### src/rtl/clock_ui_pkg.sv
// Shared encodings for the front-panel controller: mode/field codes,
// button indices and the inc/dec auto-repeat state machine.
package clock_ui_pkg;

  localparam logic [1:0] MODE_CLOCK     = 2'd0;
  localparam logic [1:0] MODE_ALARM     = 2'd1;
  localparam logic [1:0] MODE_TIMER     = 2'd2;
  localparam logic [1:0] MODE_STOPWATCH = 2'd3;

  localparam logic [1:0] SEL_SEC  = 2'd0;
  localparam logic [1:0] SEL_MIN  = 2'd1;
  localparam logic [1:0] SEL_HOUR = 2'd2;
  localparam logic [1:0] SEL_DAY  = 2'd3;

  typedef enum logic [1:0] {
    IDLE   = 2'd0,
    FIRST  = 2'd1,
    HOLD   = 2'd2,
    REPEAT = 2'd3
  } rpt_state_e;

  // Both the mode and field buses are 2-bit rings that wrap 3 -> 0.
  function automatic logic [1:0] next_wrap2(input logic [1:0] value);
    return value + 2'd1;
  endfunction

endpackage

### src/rtl/button_conditioner.sv
// One push-button: 2-flop synchronizer, counting debouncer and a
// registered rising-edge press pulse.
module button_conditioner #(
  parameter int DEBOUNCE_CYCLES = 16
) (
  input  logic clk,
  input  logic reset,
  input  logic raw,
  output logic level,
  output logic press
);

  localparam int CW = $clog2(DEBOUNCE_CYCLES + 1);
  localparam logic [CW-1:0] CNT_MAX = CW'(DEBOUNCE_CYCLES);

  logic          sync1_q;
  logic          sync2_q;
  logic          stable_q;
  logic          stable_d;
  logic [CW-1:0] cnt_q;
  logic [CW-1:0] cnt_d;
  logic          primed_q;
  logic          primed_d;
  logic          press_q;
  logic          press_d;

  // The synchronizer is deliberately not reset so that a button held through
  // reset is still seen as held afterwards and cannot fake a fresh press.
  always_ff @(posedge clk) begin
    sync1_q <= raw;
    sync2_q <= sync1_q;
  end

  always_comb begin
    stable_d = stable_q;
    cnt_d    = cnt_q;
    press_d  = 1'b0;
    primed_d = primed_q | ~sync2_q;
    if (sync2_q == stable_q) begin
      cnt_d = '0;
    end else if (cnt_q == CNT_MAX) begin
      cnt_d    = '0;
      stable_d = sync2_q;
      press_d  = sync2_q & primed_q;
    end else begin
      cnt_d = cnt_q + 1'b1;
    end
  end

  // A press only counts once the button has been seen released since reset.
  always_ff @(posedge clk) begin
    if (reset) begin
      stable_q <= 1'b0;
      cnt_q    <= '0;
      primed_q <= 1'b0;
      press_q  <= 1'b0;
    end else begin
      stable_q <= stable_d;
      cnt_q    <= cnt_d;
      primed_q <= primed_d;
      press_q  <= press_d;
    end
  end

  assign level = stable_q;
  assign press = press_q;

endmodule

### src/rtl/clock_ui_controller.sv
// Front-panel controller: button conditioning, mode/field sequencing,
// inc/dec auto-repeat strobes, start/stop strobe and the muted beeper.
module clock_ui_controller
  import clock_ui_pkg::*;
#(
  parameter int DEBOUNCE_CYCLES = 16,
  parameter int REPEAT_DELAY    = 500,
  parameter int REPEAT_RATE     = 100,
  parameter int BEEP_HALF       = 250
) (
  input  logic       clk,
  input  logic       reset,
  input  logic       btn_mode,
  input  logic       btn_select,
  input  logic       btn_inc,
  input  logic       btn_dec,
  input  logic       btn_startstop,
  input  logic       timer_buzzer,
  output logic [1:0] mode,
  output logic [1:0] selected,
  output logic       increment,
  output logic       decrement,
  output logic       startstop,
  output logic       buzzer_out
);

  localparam int RPT_MAX = (REPEAT_DELAY > REPEAT_RATE) ? REPEAT_DELAY : REPEAT_RATE;
  localparam int RW      = $clog2(RPT_MAX);
  localparam int BW      = $clog2(BEEP_HALF + 1);
  localparam logic [RW-1:0] RPT_DELAY_LOAD = RW'(REPEAT_DELAY - 1);
  localparam logic [RW-1:0] RPT_RATE_LOAD  = RW'(REPEAT_RATE - 1);
  localparam logic [BW-1:0] BEEP_LAST      = BW'(BEEP_HALF - 1);

  logic mode_lvl, mode_prs;
  logic sel_lvl, sel_prs;
  logic inc_lvl, inc_prs;
  logic dec_lvl, dec_prs;
  logic ss_lvl, ss_prs;
  logic unused_levels;

  button_conditioner #(.DEBOUNCE_CYCLES(DEBOUNCE_CYCLES)) u_btn_mode (
    .clk(clk), .reset(reset), .raw(btn_mode), .level(mode_lvl), .press(mode_prs)
  );
  button_conditioner #(.DEBOUNCE_CYCLES(DEBOUNCE_CYCLES)) u_btn_select (
    .clk(clk), .reset(reset), .raw(btn_select), .level(sel_lvl), .press(sel_prs)
  );
  button_conditioner #(.DEBOUNCE_CYCLES(DEBOUNCE_CYCLES)) u_btn_inc (
    .clk(clk), .reset(reset), .raw(btn_inc), .level(inc_lvl), .press(inc_prs)
  );
  button_conditioner #(.DEBOUNCE_CYCLES(DEBOUNCE_CYCLES)) u_btn_dec (
    .clk(clk), .reset(reset), .raw(btn_dec), .level(dec_lvl), .press(dec_prs)
  );
  button_conditioner #(.DEBOUNCE_CYCLES(DEBOUNCE_CYCLES)) u_btn_startstop (
    .clk(clk), .reset(reset), .raw(btn_startstop), .level(ss_lvl), .press(ss_prs)
  );

  assign unused_levels = ^{mode_lvl, sel_lvl, ss_lvl};

  logic [1:0]    mode_q, mode_d;
  logic [1:0]    sel_q, sel_d;
  logic          ss_q;
  logic          inc_q, inc_d;
  logic          dec_q, dec_d;
  rpt_state_e    state_q, state_d;
  logic [RW-1:0] rpt_cnt_q, rpt_cnt_d;
  logic          dir_inc_q, dir_inc_d;
  logic          both_high;
  logic          held;
  logic          abort;
  logic          strobe;
  logic [BW-1:0] beep_cnt_q, beep_cnt_d;
  logic          beep_off_q, beep_off_d;
  logic          mute_q, mute_d;
  logic          buz_q, buz_d;

  // A mode press wins over a simultaneous select press and clears the field.
  always_comb begin
    mode_d = mode_q;
    sel_d  = sel_q;
    if (mode_prs) begin
      mode_d = next_wrap2(mode_q);
      sel_d  = SEL_SEC;
    end else if (sel_prs) begin
      sel_d = next_wrap2(sel_q);
    end
  end

  assign both_high = inc_lvl & dec_lvl;
  assign held      = dir_inc_q ? inc_lvl : dec_lvl;
  assign abort     = both_high | ~held | mode_prs;

  always_ff @(posedge clk) begin
    if (reset) begin
      state_q   <= IDLE;
      rpt_cnt_q <= '0;
      dir_inc_q <= 1'b0;
    end else begin
      state_q   <= state_d;
      rpt_cnt_q <= rpt_cnt_d;
      dir_inc_q <= dir_inc_d;
    end
  end

  // Only a fresh press starts a sequence, so a button left held after an
  // abort stays silent until it is released and pressed again.
  always_comb begin
    state_d   = state_q;
    rpt_cnt_d = rpt_cnt_q;
    dir_inc_d = dir_inc_q;
    unique case (state_q)
      IDLE: begin
        if (inc_prs && !dec_lvl) begin
          state_d   = FIRST;
          dir_inc_d = 1'b1;
        end else if (dec_prs && !inc_lvl) begin
          state_d   = FIRST;
          dir_inc_d = 1'b0;
        end
      end
      FIRST: begin
        if (both_high) begin
          state_d = IDLE;
        end else begin
          state_d   = HOLD;
          rpt_cnt_d = RPT_DELAY_LOAD;
        end
      end
      HOLD, REPEAT: begin
        if (abort) begin
          state_d   = IDLE;
          rpt_cnt_d = '0;
        end else if (rpt_cnt_q == '0) begin
          state_d   = REPEAT;
          rpt_cnt_d = RPT_RATE_LOAD;
        end else begin
          rpt_cnt_d = rpt_cnt_q - 1'b1;
        end
      end
      default: state_d = IDLE;
    endcase
  end

  always_comb begin
    strobe = 1'b0;
    unique case (state_q)
      FIRST:        strobe = ~both_high;
      HOLD, REPEAT: strobe = ~abort & (rpt_cnt_q == '0);
      default:      strobe = 1'b0;
    endcase
    inc_d = strobe & dir_inc_q;
    dec_d = strobe & ~dir_inc_q;
  end

  // Beep phase starts audible; dropping the request resets phase and mute.
  always_comb begin
    beep_cnt_d = beep_cnt_q;
    beep_off_d = beep_off_q;
    mute_d     = mute_q;
    if (timer_buzzer) begin
      if (beep_cnt_q == BEEP_LAST) begin
        beep_cnt_d = '0;
        beep_off_d = ~beep_off_q;
      end else begin
        beep_cnt_d = beep_cnt_q + 1'b1;
      end
      if (ss_prs && buz_q) begin
        mute_d = 1'b1;
      end
    end else begin
      beep_cnt_d = '0;
      beep_off_d = 1'b0;
      mute_d     = 1'b0;
    end
    buz_d = timer_buzzer & ~beep_off_q & ~mute_q;
  end

  always_ff @(posedge clk) begin
    if (reset) begin
      mode_q     <= MODE_CLOCK;
      sel_q      <= SEL_SEC;
      ss_q       <= 1'b0;
      inc_q      <= 1'b0;
      dec_q      <= 1'b0;
      beep_cnt_q <= '0;
      beep_off_q <= 1'b0;
      mute_q     <= 1'b0;
      buz_q      <= 1'b0;
    end else begin
      mode_q     <= mode_d;
      sel_q      <= sel_d;
      ss_q       <= ss_prs;
      inc_q      <= inc_d;
      dec_q      <= dec_d;
      beep_cnt_q <= beep_cnt_d;
      beep_off_q <= beep_off_d;
      mute_q     <= mute_d;
      buz_q      <= buz_d;
    end
  end

  assign mode       = mode_q;
  assign selected   = sel_q;
  assign increment  = inc_q;
  assign decrement  = dec_q;
  assign startstop  = ss_q;
  assign buzzer_out = buz_q;

endmodule

### config.mk
export PLATFORM = sky130hd
export DESIGN_NAME = clock_ui_controller
export DESIGN_NICKNAME = d
export VERILOG_FILES = /design/src/rtl/clock_ui_pkg.sv /design/src/rtl/button_conditioner.sv /design/src/rtl/clock_ui_controller.sv
export SDC_FILE = /design/constraint.sdc
export NUM_CORES = 1
export LEC_CHECK = 0
export CAP_MARGIN = 20
export CORE_UTILIZATION = 60
export DETAILED_ROUTE_END_ITERATION = 10
export PLACE_DENSITY = 0.76
export SLEW_MARGIN = 0
export SYNTH_ARGS = -nofsm -noshare
export SYNTH_HDL_FRONTEND = slang
export SYNTH_SLANG_ARGS = --single-unit
### constraint.sdc
create_clock -name clk -period 3.35 [get_ports clk]
set_input_delay 0.5025 -clock clk [delete_from_list [all_inputs] [get_ports clk]]
set_output_delay 0.5025 -clock clk [all_outputs]
set_load 0.02 [all_outputs]
==> impl_metrics.py, run 1 <==
metrics = {
    "timing": {
        "relSlewSlack_pct": 49.35,
        "slew_viol_final": 0,
        "fin_crit_ns": 1.861,
        "timing.fmax_mhz": 537.3,
        "hold_viol": 0,
        "setup-tns-final_ns": 0,
        "clock_skew_ns": 0.006511,
        "setup_viol": 0,
        "period_share_pct": 55.56,
        "worst_pin_slew_ns": 0.7528,
        "rsz0062_at_grt": "false",
        "hold_ws_ns": 0.3303,
    },
    "synth": {
        "ys_seq_area_share_pct": 51.06,
        "ys_seq_elements": 80,
        "synth.avg_cell_area_sq_um": 9.652,
        "synth_nets": 346,
        "synth-main-ff-cell": "dfxtp_1",
        "ys.warnings.count": 0,
        "synthArstFlopShare_pct": 0,
        "syn_inst": 325,
        "ys_types": 51,
        "synth_edf_count": 0,
        "syn_area_sq_mm": 0.003137,
    },
    "routing": {
        "routedWlPerCell_microns": 11.82,
        "antenna_left": 0,
        "wirelength_microns": 4931,
        "drt_iter0_drc": 166,
        "vias": 2157,
        "via_per_inst": 5.173,
        "dr.pass1.iters": 4,
        "drc_errors": 0,
    },
    "placed_design": {
        "numPortBuffers": 15,
        "globalplace.congestion": 0.7833,
        "hpwl_microns": 3432,
    },
    "power": {
        "combPwrFrac_pct": 3.1,
        "seqPwrFrac_pct": 60.1,
        "max-vdd-ir-drop_v": 0.0004093,
        "powerDensity_mw_per_mm2": 465.1,
        "p_leak_nw": 1.314,
        "internal-power_mw": 1.261,
        "p_total_mw": 1.632,
        "power_frac_clock_pct": 36.7,
        "switchingPower_mw": 0.3713,
        "swShare_pct": 22.75,
    },
    "job": {
        "drv_cap": 0,
    },
    "critical_path": {
        "worstPathRequired_ns": 3.60,
        "cp_max_fo": 5,
        "worstSetupPathType": "reg2reg",
        "cp_data_arrival_time_ns": 2.11,
        "worstSetupStartpointType": "register",
        "crit_path_end_kind": "register",
    },
    "cells_and_area": {
        "syn_to_final_growth_pct": 11.89,
        "layout-drive-gt1-share_pct": 7.714,
        "fin_nets": 366,
        "fill_cells": 404,
        "layout_common_cells": "dfxtp_1 (80), nor2_1 (50), inv_1 (26)",
        "final_common_cell": "dfxtp_1",
        "fin_util_pct": 71.92,
        "antenna_cells": 0,
    },
    "hold_path": {
        "min-delay-path-class": "reg2reg",
    },
    "die": {
        "core_sq_mm": 0.004880,
        "die_h_microns": 74.31,
        "fp-row-count": 25,
        "ios": 16,
        "die_w_microns": 74.31,
        "start_util_pct": 64.28,
        "fp.dieArea_sq_mm": 0.005521,
    },
    "clocking": {
        "cts_setup_buffers": 0,
        "root_buffer": "clkbuf_8",
        "clkSinkCount": 80,
        "clk_latency_ns": 0.34,
        "clk_path_buf_depth": 2,
        "cts_buffers": 9,
        "cts.clk_slew.worst_paths_ns": 0.08,
        "cts_tree": "built",
        "postCtsResizedCells": 0,
        "cts-htree-levels": 3,
        "cts_hold_buffers": 0,
    },
    "status": {
        "status": "finished, final reports clean",
    },
    "grt": {
        "grt_use_total_pct": 20.71,
        "grt_antenna_before_repair": 0,
        "grt_pass1_wl_microns": 8452,
        "overflow": 0,
        "grt_pass1_vias": 2017,
        "grt_start_max_net_pins": 31,
    },
}
[sequential cells by signal, indices dropped and copies added, names as in the netlist, 2 cells and up]
name and cells:
u_btn_startstop.cnt_q 5, u_btn_inc.cnt_q 5, selected 2, u_btn_select.cnt_q 5
u_btn_dec.cnt_q 5, u_btn_mode.cnt_q 5, rpt_cnt_q 9, beep_cnt_q 8
mode 2, state_q 2
[power groups by stage]
stage / Clock (mW) / Combinational, mW / Sequential, mW
2_1_floorplan: 0 / 0.0337 / 1.00
3_3_place_gp: 0 / 0.0503 / 1.00
3_5_place_dp: 0 / 0.0519 / 1.00
4_1_cts: 0.623 / 0.0523 / 0.981
5_1_grt: 0.661 / 0.0587 / 0.984
6_report: 0.600 / 0.0511 / 0.982
[per-stage QoR]
stage,instance area (sq um),setup WS (ns),instances
floorplan,3137,1.657,325
global placement,3344,1.422,401
detailed placement,3344,1.374,401
CTS,3510,1.463,417
global route,3510,1.360,417
finish,3510,1.489,417
[synth_stat cells (6+ instances only)]
cell,n,area [sq um]
nand3_1,14,70.07
inv_1,26,97.59
xnor2_1,16,140.1
nand2_1,12,45.04
xor2_1,15,131.4
nor3_1,10,50.05
nor2_1,50,187.7
ha_1,13,162.7
o21ai_0,6,30.03
dfxtp_1,80,1602
a21oi_1,12,60.06
[cell type report]
class | count | area (sq um) | area share, %
Sequential cell | 80 | 1602 | 45.63
Tap cell | 67 | 83.83 | 2.389
Timing Repair Buffer | 16 | 157.7 | 4.492
Inverter | 26 | 97.59 | 2.781
Clock inverter | 5 | 33.78 | 0.9626
Clock buffer | 11 | 131.4 | 3.743
Multi-Input combinational cell | 212 | 1404 | 40.00
[final timing paths]
| check | startpoint | end | slack (ns) | cells past startpoint |
|---|---|---|---|---|
| min | u_btn_inc.sync1_q | u_btn_inc.sync2_q | 0.33 | 0 |
| max reg2reg | rpt_cnt_q[0] | rpt_cnt_q[4] | 1.49 | 6 |
| max | rpt_cnt_q[0] | rpt_cnt_q[4] | 1.49 | 6 |
| min reg2reg | u_btn_inc.sync1_q | u_btn_inc.sync2_q | 0.33 | 0 |
[routing by layer]
layer / global-route usage (%) / wire length (microns) / vias up
met3: 6.911 / 173 / 8
met1: 24.70 / 2418 / 985
li1: - / - / 1135
met5: 0 / 0 / -
met4: 9.434 / 88 / 0
met2: 34.04 / 2250 / 29
[critical path, stage by stage, from the launching register on]
cell and delay [ns]:
dfxtp_1 0.36, inv_1 0.07, ha_1 0.22, or3b_2 0.51, a211oi_1 0.22, a21oi_1 0.08
o41ai_2 0.31
[cell families after synthesis]
logic type	after synthesis	share of synthesized area, %
compound gates	38	8.377
flops	80	51.06
simple gates	125	20.94
mux	5	1.596
fa+ha+maj	13	5.186
xor+xnor	31	8.656
buf+inv	33	4.188
No activity file was read; power rests on OpenSTA's default activity.
==> run 2, diff against run 1 <==
CORE_UTILIZATION = 59   (was 60)
PLACE_DENSITY = 0.74   (was 0.76)
clock period = 1.89 ns   (was 3.35 ns; I/O delays follow)
==> run 2 against run 1 <==
Effect of this change:
- register-to-register slack got worse by 1.3 ns
- flip-flop and latch count unchanged
- die area increased by 1.6%
- non-clock buffer count increased by 6
- first-iteration DRC count decreased by 49%
- final cell count increased by 2.2%
- design area increased by 3.0%
- fmax increased by 9.9%
- utilization decreased by 1.1 points
- global-route usage decreased by 0.42 points
- combinational power increased by 92%
- clock skew increased by 0.0039 ns
- highest routed layer unchanged
==> impl_metrics.py, run 2 (synthesized netlist as in run 1, its figures left out) <==
metrics = {
    "status": {
        "status": "finished, final reports clean",
    },
    "critical_path": {
        "cp_max_fo": 5,
        "cp_data_arrival_time_ns": 1.95,
        "worstPathRequired_ns": 2.15,
        "worstSetupPathType": "reg2reg",
        "crit_path_end_kind": "register",
        "worstSetupStartpointType": "register",
    },
    "grt": {
        "grt.busiest_layer": "met2",
        "grt_antenna_before_repair": 0,
        "grt_use_total_pct": 20.29,
        "grt_pass1_vias": 1959,
        "grt_start_max_net_pins": 25,
        "overflow": 0,
        "met2_usage_pct": 33.13,
        "use_met3_pct": 6.426,
        "grt_pass1_wl_microns": 8424,
        "grt_use_met1_pct": 24.72,
    },
    "timing": {
        "clock_skew_ns": 0.01041,
        "rsz0062_at_grt": "false",
        "hold_ws_ns": 0.3344,
        "timing.fmax_mhz": 590.4,
        "hold_viol": 0,
        "setup_viol": 0,
        "fin_crit_ns": 1.694,
        "period_share_pct": 89.62,
        "worst_pin_slew_ns": 0.5634,
        "slew_viol_final": 0,
        "setup-tns-final_ns": 0,
        "relSlewSlack_pct": 62.36,
    },
    "routing": {
        "wirelength_microns": 5034,
        "drt_iter0_drc": 84,
        "routedWlPerCell_microns": 11.82,
        "via_per_inst": 5.131,
        "drc_errors": 0,
        "vias": 2186,
        "dr.pass1.iters": 4,
        "antenna_left": 0,
    },
    "clocking": {
        "cts-htree-levels": 3,
        "clk_path_buf_depth": 2,
        "root_buffer": "clkbuf_8",
        "clkSinkCount": 80,
        "cts_hold_buffers": 0,
        "cts_tree": "built",
        "cts_buffers": 9,
        "cts.clk_slew.worst_paths_ns": 0.08,
        "clk_latency_ns": 0.36,
    },
    "placed_design": {
        "dp_cells": 410,
        "numPortBuffers": 15,
        "hpwl_microns": 3488,
        "globalplace.congestion": 0.7722,
    },
    "die": {
        "ios": 16,
        "die_h_microns": 74.92,
        "fp-row-count": 26,
        "die_w_microns": 74.92,
        "start_util_pct": 61.42,
        "core_sq_mm": 0.005107,
        "fp.dieArea_sq_mm": 0.005612,
    },
    "cells_and_area": {
        "final_common_cell": "dfxtp_1",
        "fin_cells": 426,
        "syn_to_final_growth_pct": 15.28,
        "largest_register_ffs": 9,
        "fill_cells": 405,
        "seq_area_sq_mm": 0.001602,
        "fin_nets": 372,
        "layout-drive-gt1-share_pct": 10.11,
        "antenna_cells": 0,
        "multi_input_area_sq_mm": 0.001411,
        "largestRegisters": "rpt_cnt_q (9), beep_cnt_q (8)",
        "regMostFlops": "rpt_cnt_q",
        "layout_common_cells": "dfxtp_1 (80), nor2_1 (50), inv_1 (26)",
    },
    "hold_path": {
        "min-delay-path-class": "reg2reg",
    },
    "power": {
        "p_leak_nw": 1.367,
        "powerDensity_mw_per_mm2": 860.0,
        "max-vdd-ir-drop_v": 0.001066,
    },
    "job": {
        "drv_cap": 0,
    },
}
[run 2: cell types whose count changed in the layout (fill, tap and decap cells not counted), sizes merged]
cell,previous run,this run
buf,1,7
inv,26,29
clkbuf,11,9
clkinv,3,1
bufinv,0,1
[run 2: metal layers]
metal | vias up | routed length, microns
met5 | - | 0
met4 | 0 | 98
met3 | 8 | 167
met2 | 26 | 2448
met1 | 1003 | 2319
li1 | 1149 | -
[run 2: worst paths after layout]
path                         from                    to  slack [ns]  depth (start not counted)
max                  rpt_cnt_q[0]          rpt_cnt_q[4]        0.20                          6
min          u_btn_select.sync1_q  u_btn_select.sync2_q        0.33                          0
max reg2reg          rpt_cnt_q[0]          rpt_cnt_q[4]        0.20                          6
min reg2reg  u_btn_select.sync1_q  u_btn_select.sync2_q        0.33                          0
[run 2: final cells by class]
type	instances	area share, %
repair buffers	22	5.952
well taps	70	2.422
clock inverters	7	2.180
inverters	26	2.699
flip-flops and latches	80	44.29
clock buffers	9	3.426
multi-input cells	212	39.03
[run 2: worst max-delay path: stages, from the launching register on]
cell      delay [ns]
dfxtp_1         0.35
inv_1           0.07
ha_1            0.20
or3b_4          0.42
a211oi_2        0.19
a21oi_1         0.07
o41ai_2         0.30
[run 2: where the power goes]
part	leakage (nW)	internal [mW]	total [mW]	switching (mW)
clock network	0.0982	0.625	1.27	0.647
logic	0.617	0.0485	0.0979	0.0493
registers	0.652	1.72	1.74	0.0226
total	1.37	2.39	3.11	0.719
[run 2: repair_timing]
item / in CTS / in global routing
setup buffers: 0 / 0
endpoints found under the hold margin: 0 / 0
endpoints found under the setup margin: 0 / 1
gates resized for setup: 0 / 2
[run 2: stage by stage]
step / cell area, sq um / worst slack [ns] / util (%) / power, mW
after floorplan: 3137 / 0.1972 / - / 1.835
after global placement: 3406 / 0.1408 / 66.68 / 1.875
after detailed placement: 3406 / 0.08929 / 66.68 / 1.879
after CTS: 3608 / 0.07417 / 70.65 / 3.150
after global routing: 3616 / 0.06665 / 70.80 / 3.233
final: 3616 / 0.1962 / 70.80 / 3.110
